`config.mk`:
```
export PLATFORM = sky130hd
export DESIGN_NAME = param_priority_encoder
export DESIGN_NICKNAME = d
export VERILOG_FILES = /design/src/rtl/param_priority_encoder.sv
export SDC_FILE = /design/constraint.sdc
export NUM_CORES = 1
export LEC_CHECK = 0
export ABC_AREA = 1
export ABC_CLOCK_PERIOD_IN_PS = 1200
export BUFFER_PORTS_ARGS = -buffer_cell sky130_fd_sc_hd__buf_2
export CAP_MARGIN = 0
export CELL_PAD_IN_SITES_DETAIL_PLACEMENT = 0
export CELL_PAD_IN_SITES_GLOBAL_PLACEMENT = 1
export CORE_MARGIN = 3
export CORE_UTILIZATION = 25
export CTS_CLUSTER_DIAMETER = 120
export DETAILED_ROUTE_END_ITERATION = 8
export GPL_TIMING_DRIVEN = 0
export HOLD_SLACK_MARGIN = 0.06
export PLACE_DENSITY_LB_ADDON = 0.1
export SYNTH_ARGS = -nofsm -noshare
export SYNTH_HDL_FRONTEND = slang
export SYNTH_SLANG_ARGS = --single-unit
```
`constraint.sdc`:
```
create_clock -name clk -period 1.2 [get_ports clk]
set_input_delay 0.12 -clock clk [delete_from_list [all_inputs] [get_ports clk]]
set_output_delay 0.12 -clock clk [all_outputs]
set_load 0.005 [all_outputs]
```
`src/rtl/param_priority_encoder.sv`:
```
// Registered priority encoder: IN_W-bit request vector -> binary index.
// MODE 0 strict one-hot, MODE 1 fixed priority (lowest wins), MODE 2 round-robin.
// One-entry output register with valid/ready on both sides, latency 1.

// Per-request lane: flags a request whose index is at or above the round-robin pointer.
module ppe_lane #(
    parameter int OUT_W = 3,
    parameter int IDX   = 0
) (
    input  logic [OUT_W-1:0] rr_ptr,
    input  logic             req,
    output logic             hi_req
);
    assign hi_req = req && (rr_ptr <= OUT_W'(IDX));
endmodule

module param_priority_encoder #(
    parameter  int IN_W  = 8,
    parameter  int MODE  = 0,
    localparam int OUT_W = $clog2(IN_W)
) (
    input  logic             clk,
    input  logic             rst_n,
    input  logic             enable,
    input  logic             in_valid,
    output logic             in_ready,
    input  logic [IN_W-1:0]  enc_in,
    output logic             out_valid,
    input  logic             out_ready,
    output logic [OUT_W-1:0] enc_out,
    output logic             out_none,
    output logic             out_err
);

    logic [OUT_W-1:0] rr_ptr;
    logic [IN_W-1:0]  hi_req;
    logic             accept;
    logic             any_req;
    logic             multi_req;
    logic [OUT_W-1:0] rr_win;
    logic [OUT_W-1:0] nxt_idx;
    logic             nxt_err;
    logic [OUT_W-1:0] nxt_rr;

    // Lowest set index of a vector; zero when the vector is empty.
    function automatic logic [OUT_W-1:0] lowest(input logic [IN_W-1:0] v);
        logic [OUT_W-1:0] r;
        r = '0;
        for (int i = IN_W - 1; i >= 0; i--)
            if (v[i]) r = OUT_W'(i);
        return r;
    endfunction

    // Lane array masks off requests below the round-robin pointer.
    genvar g;
    generate
        for (g = 0; g < IN_W; g++) begin : g_lane
            ppe_lane #(.OUT_W(OUT_W), .IDX(g)) u_lane (
                .rr_ptr (rr_ptr),
                .req    (enc_in[g]),
                .hi_req (hi_req[g])
            );
        end
    endgenerate

    assign in_ready  = enable && (!out_valid || out_ready);
    assign accept    = in_valid && in_ready;
    assign any_req   = |enc_in;
    // v & (v-1) clears the lowest set bit; anything left means 2+ bits set.
    assign multi_req = |(enc_in & (enc_in - IN_W'(1)));
    // Wrap-around scan: first request at/above pointer, else lowest overall.
    assign rr_win    = (|hi_req) ? lowest(hi_req) : lowest(enc_in);
    assign nxt_rr    = (rr_win == OUT_W'(IN_W - 1)) ? '0 : rr_win + OUT_W'(1);

    // Mode-specific index/error selection for the vector being accepted.
    always_comb begin
        nxt_idx = '0;
        nxt_err = 1'b0;
        case (MODE)
            0: begin
                if (multi_req) nxt_err = 1'b1;
                else           nxt_idx = lowest(enc_in);
            end
            1:       nxt_idx = lowest(enc_in);
            default: nxt_idx = rr_win;
        endcase
    end

    // Result register, handshake state and round-robin pointer.
    always_ff @(posedge clk) begin
        if (!rst_n) begin
            out_valid <= 1'b0;
            enc_out   <= '0;
            out_none  <= 1'b0;
            out_err   <= 1'b0;
            rr_ptr    <= '0;
        end else begin
            if (accept) begin
                out_valid <= 1'b1;
                enc_out   <= nxt_idx;
                out_none  <= !any_req;
                out_err   <= nxt_err;
                if (MODE == 2 && any_req) rr_ptr <= nxt_rr;
            end else if (out_ready) begin
                out_valid <= 1'b0;
            end
        end
    end

endmodule
```
==> results.json, run 1 <==
{
  "insertion_delay_ns": 0.24,
  "multi_input_area_um2": 289,
  "grt_overflow_total": 0,
  "synth_top_area_share_pct": 27.9,
  "die_area_um2": 2260,
  "setup_viol": 0,
  "antenna_found_initial": 0,
  "min_period_ns": 1.11,
  "post-route-drc-count": 0,
  "placed_cells": 106,
  "cp_data_required_time_ns": 1.37,
  "path_class": "reg -> reg",
  "clkSlewWorstSetupHoldPaths_ns": 0.04,
  "maxSlewViolCount": 0,
  "skew_ns": 0.00157,
  "fin_nets": 109,
  "die_y_um": 47.5,
  "avgSynthCellArea_um2": 6.06,
  "ys_ff_latch": 6,
  "cp_data_arrival_time_ns": 1.28,
  "rsz0062_at_grt": "yes",
  "worstSetupStartpointType": "flip-flop",
  "clock_path_buffers": 2,
  "gp_congestion": 0.685,
  "area_growth_pct": 41.9,
  "vdd_drop_max_v": 0.000557,
  "synth_cell_types": 18,
  "max_freq_ghz": 0.904,
  "io_pins": 20,
  "worstPathMaxFanout": 6,
  "fin_crit_sh_pct": 92.2,
  "yosys.area.top_type": "dfxtp_1",
  "wire_per_inst_um": 8.83,
  "ys_seq_area_share_pct": 27.9,
  "grt_pass1_vias": 362,
  "hold_class": "in -> reg",
  "syn_area_um2": 430,
  "initial_core_util_pct": 27.6,
  "port_buffers": 19,
  "instances_no_fill": 110,
  "cts_tree": "built",
  "ctsHoldBuffers": 0,
  "design.core.area_um2": 1560,
  "ant_nets": 0,
  "dieWidth_um": 47.5,
  "clockRootBuffer": "clkbuf_4",
  "hold_viol": 0,
  "powerDensity_nw_per_um2": 828,
  "num_vias": 484,
  "finish.instance_area_um2": 611,
  "h-tree-depth": 1,
  "layout-drive-gt1-share_pct": 43.6,
  "leakage_nw": 0.325,
  "diodes": 0,
  "synthesis.nets": 84,
  "placed_area_um2": 546,
  "hpwl_um": 812,
  "end_kind": "flip-flop",
  "maxCapViolCount": 0,
  "grt_pass1_wl_um": 1460,
  "synthCells": 71,
  "final.setup.tns_ns": 0,
  "grt_max_degree": 7,
  "cts_buffers": 3,
  "totalWireLength_um": 971,
  "worstMarginPinSlew_ns": 0.220,
  "ys_top_cells_by_area": "dfxtp_1 (28%), nand2_1 (19%), inv_1 (11%), a21oi_1 (8.1%), nand2_2 (5.8%)",
  "drtPass1Iterations": 4,
  "vias_per_cell": 4.40,
  "regArea_um2": 121,
  "final_common_cell": "nand2_1",
  "fillers": 179,
  "numClockSinks": 6,
  "status": "finished, final reports clean",
  "grt_usage_pct": 9.27,
  "placement_rows": 14,
  "p_total_mw": 0.505,
  "drt-initial-drc-count": 7,
  "slew_headroom_pct": 85.2,
  "ys.warnings.count": 0,
  "layout_common_cells": "nand2_1 (21), buf_2 (19), inv_1 (12), dfxtp_1 (5)"
}
[power breakdown]
part,switching (mW),internal [mW],total [mW]
sequential,0.00191,0.205,0.207
combinational,0.0706,0.0474,0.118
clock,0.0678,0.113,0.181
[kinds of logic after synthesis]
| kind of cell | synth area share [%] |
|---|---|
| buf+inv | 12.2 |
| simple gates | 44.5 |
| compound gates | 15.4 |
| flops | 27.9 |
[per-layer routing]
| layer | track usage, % | wire length, um | up-vias |
|---|---|---|---|
| met5 | 0 | 0 | - |
| met4 | 1.66 | 0 | 0 |
| met3 | 6.02 | 77 | 0 |
| met2 | 11.8 | 402 | 15 |
| met1 | 13.1 | 491 | 201 |
| li1 | - | - | 268 |
[flip-flops by register name, indices dropped and copies added, names as in the netlist]
name and cells:
enc_out 3, out_err 1, out_none 1, out_valid 1
[per-stage QoR]
stage               utilization (%)  hold WS, ns  setup slack, ns
detailed placement             35.0        0.373           0.0322
global route                   39.2        0.134          -0.0230
global placement               35.0        0.369           0.0197
finish                         39.2        0.135           0.0937
CTS                            36.4        0.125           0.0432
floorplan                         -        0.245            0.135
[final cells by class]
class	count	share of cell area, %
repair buffers	20	16.8
well taps	16	3.28
flip-flops and latches	6	19.9
clock buffers	3	3.69
multi-input cells	51	47.3
inverters	14	9.02
[cells in the mapped netlist]
cell type,instances
inv_1,13
nor2_1,3
o21ai_2,1
nand3_1,1
nor2_4,2
o21ai_1,1
dfxtp_1,6
inv_2,1
nor2_2,2
nand4_1,1
a21o_1,1
a21oi_1,7
nor3_1,2
nand2_1,22
nand3_2,1
or2_1,1
o21ai_0,2
nand2_2,4
[final timing paths]
check | from | end | slack (ns) | cells after the start
worst max-delay path | out_valid | enc_out[1] | 0.09 | 9
worst max register to register | out_valid | enc_out[1] | 0.09 | 9
worst min-delay path | rst_n | out_valid | 0.14 | 3
worst min register to register | enc_out[2] | enc_out[2] | 0.46 | 2
[worst max-delay path, cell delays in order, from the launching register on]
cell and delay (ns):
dfxtp_2 0.31, inv_2 0.06, nor2_4 0.04, nor2_4 0.12
nand2_4 0.09, inv_4 0.09, nand2_1 0.06, a21oi_2 0.10
nand2_1 0.06, a21oi_1 0.11
[repair_timing]
item	in CTS	in global routing
resized for setup	0	11
setup buffers	0	1
setup endpoints to repair	0	3
Note: power is estimated with default switching activity, not from simulation.
==> run 2: changes to the inputs <==
--- a/config.mk
+++ b/config.mk
@@ -6,7 +6,7 @@
 export NUM_CORES = 1
 export LEC_CHECK = 0
 export ABC_AREA = 1
-export ABC_CLOCK_PERIOD_IN_PS = 1200
+export ABC_CLOCK_PERIOD_IN_PS = 1400
 export BUFFER_PORTS_ARGS = -buffer_cell sky130_fd_sc_hd__buf_2
 export CAP_MARGIN = 0
 export CELL_PAD_IN_SITES_DETAIL_PLACEMENT = 0
@@ -17,7 +17,7 @@
 export DETAILED_ROUTE_END_ITERATION = 8
 export GPL_TIMING_DRIVEN = 0
 export HOLD_SLACK_MARGIN = 0.06
-export PLACE_DENSITY_LB_ADDON = 0.1
+export PLACE_DENSITY_LB_ADDON = 0.12
 export SYNTH_ARGS = -nofsm -noshare
 export SYNTH_HDL_FRONTEND = slang
 export SYNTH_SLANG_ARGS = --single-unit
==> constraint.sdc (replaced) <==
create_clock -name clk -period 1.4 [get_ports clk]
set_input_delay 0.14 -clock clk [delete_from_list [all_inputs] [get_ports clk]]
set_output_delay 0.14 -clock clk [all_outputs]
set_load 0.005 [all_outputs]
==> results.json, run 2 (synthesized netlist as in run 1, its figures left out) <==
{
  "num_vias": 498,
  "fin_ws_ns": 0.250,
  "grt_pass1_vias": 426,
  "timing.rr.start": "out_valid",
  "skew_ns": 0.000862,
  "ctsHoldBuffers": 0,
  "design.core.area_um2": 1560,
  "diodes": 0,
  "grt_usage_pct": 10.8,
  "cp_data_arrival_time_ns": 1.32,
  "final_common_cell": "nand2_1",
  "maxSlewViolCount": 0,
  "hold_class": "in -> reg",
  "reg2reg_setup_slack_ns": 0.25,
  "cts_resized": 0,
  "fin_nets": 108,
  "rsz0062_at_grt": "no",
  "drt-initial-drc-count": 7,
  "initial_core_util_pct": 27.6,
  "layout-drive-gt1-share_pct": 35.5,
  "drtPass1Iterations": 4,
  "end_kind": "flip-flop",
  "die_area_um2": 2260,
  "h-tree-depth": 1,
  "area_growth_pct": 32.0,
  "largest_reg_flops": 3,
  "die_y_um": 47.5,
  "cts_tree": "built",
  "numClockSinks": 6,
  "hold_viol": 0,
  "hpwl_um": 844,
  "leakage_nw": 0.313,
  "setup_viol": 0,
  "path_class": "reg -> reg",
  "grt_pass1_wl_um": 1700,
  "vdd_drop_max_v": 0.000312,
  "p_total_mw": 0.424,
  "worstHoldEndpoint": "out_valid",
  "postCtsSetupRepairBufs": 0,
  "final.setup.tns_ns": 0,
  "largest_register": "enc_out",
  "dieWidth_um": 47.5,
  "worstSetupStartpointType": "flip-flop",
  "wire_per_inst_um": 9.45,
  "timing.hold.worst.start": "rst_n",
  "vias_per_cell": 4.57,
  "worstMarginPinSlew_ns": 0.239,
  "fillers": 192,
  "status": "finished, final reports clean",
  "regToRegEndpoint": "enc_out[1]",
  "pre_cts_ws_ns": 0.228,
  "slew_headroom_pct": 83.9,
  "clockRootBuffer": "clkbuf_4",
  "worst_hold_path.num_cells": 3,
  "maxCapViolCount": 0,
  "fin_crit_sh_pct": 82.2,
  "io_pins": 20,
  "grt_max_degree": 7,
  "max_freq_ghz": 0.869,
  "gp_congestion": 0.706,
  "clock_path_buffers": 2,
  "insertion_delay_ns": 0.24,
  "clkSlewWorstSetupHoldPaths_ns": 0.04,
  "powerDensity_nw_per_um2": 746,
  "port_buffers": 19,
  "grt_overflow_total": 0,
  "cts_buffers": 3,
  "worstPathMaxFanout": 6,
  "ant_nets": 0,
  "antenna_found_initial": 0,
  "placement_rows": 14,
  "rr_worst_depth": 9,
  "min_period_ns": 1.15,
  "totalWireLength_um": 1030,
  "layout_common_cells": "nand2_1 (22), buf_2 (19), inv_1 (13), a21oi_1 (7), dfxtp_1 (6)",
  "post-route-drc-count": 0,
  "cp_data_required_time_ns": 1.57
}
==> run 2: power breakdown <==
group | internal [mW] | switching, mW
logic | 0.0358 | 0.0543
registers | 0.175 | 0.00153
clock network | 0.0968 | 0.0598
total | 0.308 | 0.116
==> run 2: worst max path at each step <==
stage               from    endpoint  slack, ns  cells after the start
2_1_floorplan  out_valid     out_err       0.33                      8
4_1_cts        out_valid     out_err       0.21                      8
5_1_grt        out_valid  enc_out[1]       0.08                      9
6_report       out_valid  enc_out[1]       0.25                      9
3_5_place_dp   enc_in[4]     out_err       0.23                      8
3_3_place_gp   enc_in[3]     out_err       0.19                      8
==> run 2: cell type report <==
class                           instances  area (um^2)  area share [%]
Sequential cell                         6          120            21.1
Inverter                               14         52.6            9.25
Multi-Input combinational cell         51          258            45.4
Tap cell                               16         20.0            3.52
Timing Repair Buffer                   19         95.1            16.7
Clock buffer                            3         22.5            3.96
==> run 2: per-stage QoR <==
step	util (%)	hold slack, ns	cells	instance area, um^2
3_5_place_dp	35.0	0.381	106	546
3_3_place_gp	35.0	0.389	106	546
5_1_grt	36.4	0.158	109	568
4_1_cts	36.4	0.128	109	568
2_1_floorplan	-	0.265	71	430
6_report	36.4	0.140	109	568
==> run 2: worst max-delay path, cell delays in order (launching register included) <==
cell and delay (ns):
dfxtp_1 0.30, inv_1 0.04, nor2_1 0.05, nor2_2 0.10, nand2_2 0.11, inv_2 0.12
nand2_1 0.06, a21oi_1 0.13, nand2_1 0.07, a21oi_1 0.11
==> run 2: routing by layer <==
metal  wire length [um]  global-route usage (%)  share of wire [%]
met5                  0                       0                  0
met3                 67                    6.02                6.5
met4                  4                    3.31               0.39
met1                501                    13.5                 49
met2                457                    15.8                 44
==> run 3: changes to the inputs <==
--- a/config.mk
+++ b/config.mk
@@ -6,7 +6,7 @@
 export NUM_CORES = 1
 export LEC_CHECK = 0
 export ABC_AREA = 1
-export ABC_CLOCK_PERIOD_IN_PS = 1400
+export ABC_CLOCK_PERIOD_IN_PS = 1100
 export BUFFER_PORTS_ARGS = -buffer_cell sky130_fd_sc_hd__buf_2
 export CAP_MARGIN = 0
 export CELL_PAD_IN_SITES_DETAIL_PLACEMENT = 0
==> constraint.sdc (replaced) <==
create_clock -name clk -period 1.1 [get_ports clk]
set_input_delay 0.11 -clock clk [delete_from_list [all_inputs] [get_ports clk]]
set_output_delay 0.11 -clock clk [all_outputs]
set_load 0.005 [all_outputs]
==> results.json, run 3 (synthesized netlist as in run 1, its figures left out) <==
{
  "antenna_found_initial": 0,
  "setup_viol": 0,
  "die_y_um": 47.5,
  "power_frac_seq_pct": 40.7,
  "grt_pass1_wl_um": 1750,
  "largest_register": "enc_out",
  "cp_data_arrival_time_ns": 1.24,
  "grt_overflow_total": 0,
  "gp_congestion": 0.706,
  "max_freq_ghz": 0.937,
  "rr_worst_depth": 9,
  "fin_ws_ns": 0.0325,
  "clock_path_buffers": 2,
  "worstSetupStartpointType": "flip-flop",
  "maxSlewViolCount": 0,
  "area_growth_pct": 41.6,
  "worst_hold_path.num_cells": 3,
  "regArea_um2": 121,
  "hpwl_um": 844,
  "multi_input_area_um2": 273,
  "path_class": "reg -> reg",
  "cp_data_required_time_ns": 1.28,
  "rsz0062_at_grt": "yes",
  "fin_crit_sh_pct": 97.0,
  "crit_slowest_cell": "dfxtp_2",
  "diodes": 0,
  "largest_reg_flops": 3,
  "min_period_ns": 1.07,
  "drt-initial-drc-count": 3,
  "hold_class": "in -> reg",
  "fin_nets": 111,
  "design.core.area_um2": 1560,
  "leakage_nw": 0.327,
  "fillers": 192,
  "post-route-drc-count": 0,
  "cpLargestDelayFamily": "simple AND/OR/NAND/NOR gates",
  "wire_per_inst_um": 9.54,
  "dieWidth_um": 47.5,
  "vias_per_cell": 4.57,
  "cp_cell_sequence": "inv_2 > nor2_2 > nor2_2 > nand2_2 > inv_4 > nand2_2 > a21oi_2 > nand2_1 > a21oi_1",
  "p_sw_mw": 0.154,
  "worstMarginPinSlew_ns": 0.241,
  "status": "finished, final reports clean",
  "grt_max_degree": 7,
  "hold_viol": 0,
  "pwr-share-clk_pct": 35.7,
  "clockRootBuffer": "clkbuf_4",
  "totalWireLength_um": 1070,
  "layout_common_cells": "nand2_1 (20), buf_2 (19), inv_1 (12), nand2_2 (6)",
  "slew_headroom_pct": 83.8,
  "port_buffers": 19,
  "grt_usage_pct": 11.2,
  "crit_buf_inv": 2,
  "pre_cts_ws_ns": -0.0549,
  "placement_rows": 14,
  "insertion_delay_ns": 0.24,
  "cts_buffers": 3,
  "maxCapViolCount": 0,
  "cts_tree": "built",
  "numClockSinks": 6,
  "skew_ns": 0.000436,
  "powerDensity_nw_per_um2": 911,
  "cp.depth": 9,
  "num_vias": 512,
  "final.setup.tns_ns": 0,
  "switching_share_pct": 27.7,
  "grt_pass1_vias": 442,
  "h-tree-depth": 1,
  "layout-drive-gt1-share_pct": 44.8,
  "final_common_cell": "nand2_1",
  "clkSlewWorstSetupHoldPaths_ns": 0.04,
  "timing.hold.ws_ns": 0.112,
  "die_area_um2": 2260,
  "ant_nets": 0,
  "p_int_mw": 0.402,
  "drtPass1Iterations": 4,
  "max_stage_delay_ns": 0.31,
  "vdd_drop_max_v": 0.000398,
  "io_pins": 20,
  "worstPathMaxFanout": 6,
  "end_kind": "flip-flop",
  "initial_core_util_pct": 27.6,
  "p_total_mw": 0.555,
  "comb_power_share_pct": 23.6
}
[run 3: path summary, 6_finish.rpt]
kind                   start         end  slack (ns)
hold reg to reg   enc_out[2]  enc_out[2]        0.46
setup / recovery   out_valid  enc_out[1]        0.03
setup reg to reg   out_valid  enc_out[1]        0.03
hold / removal         rst_n   out_valid        0.11
[run 3: power by group through the flow]
stage,registers (mW),logic [mW],clock network (mW)
after floorplan,0.230,0.0637,0
after global placement,0.229,0.116,0
after detailed placement,0.229,0.116,0
after CTS,0.226,0.126,0.210
after global routing,0.226,0.149,0.224
final,0.226,0.131,0.198
[run 3: worst register-to-register path: stages (launching register included)]
cell     delay (ns)
dfxtp_2        0.31
inv_2          0.04
nor2_2         0.03
nor2_2         0.10
nand2_2        0.09
inv_4          0.09
nand2_2        0.06
a21oi_2        0.11
nand2_1        0.07
a21oi_1        0.10
[run 3: per-stage QoR]
stage | cells | area, um^2 | utilization (%)
2_1_floorplan | 71 | 430 | -
3_3_place_gp | 106 | 546 | 35.0
5_1_grt | 112 | 609 | 39.1
4_1_cts | 111 | 596 | 38.2
3_5_place_dp | 106 | 546 | 35.0
6_report | 112 | 609 | 39.1
[run 3: cell type report]
type,count,area share [%]
Multi-Input combinational cell,51,44.8
Inverter,14,9.03
Timing Repair Buffer,22,19.3
Tap cell,16,3.29
Clock buffer,3,3.70
Sequential cell,6,19.9
[run 3: per-layer routing]
metal / wire length [um] / part of all wire (%) / GRT usage [%] / up-vias
li1: - / - / - / 276
met1: 510 / 48 / 13.7 / 220
met2: 486 / 45 / 16.8 / 14
met3: 68 / 6.4 / 6.02 / 2
met4: 4 / 0.37 / 3.31 / 0
met5: 0 / 0 / 0 / -
[run 3: repair_timing]
item | CTS | global route
resized for setup | 6 | 3
buffers inserted | 2 | 1
hold buffers | 0 | 0
setup endpoints to repair | 3 | 6
pin swaps | 4 | 3
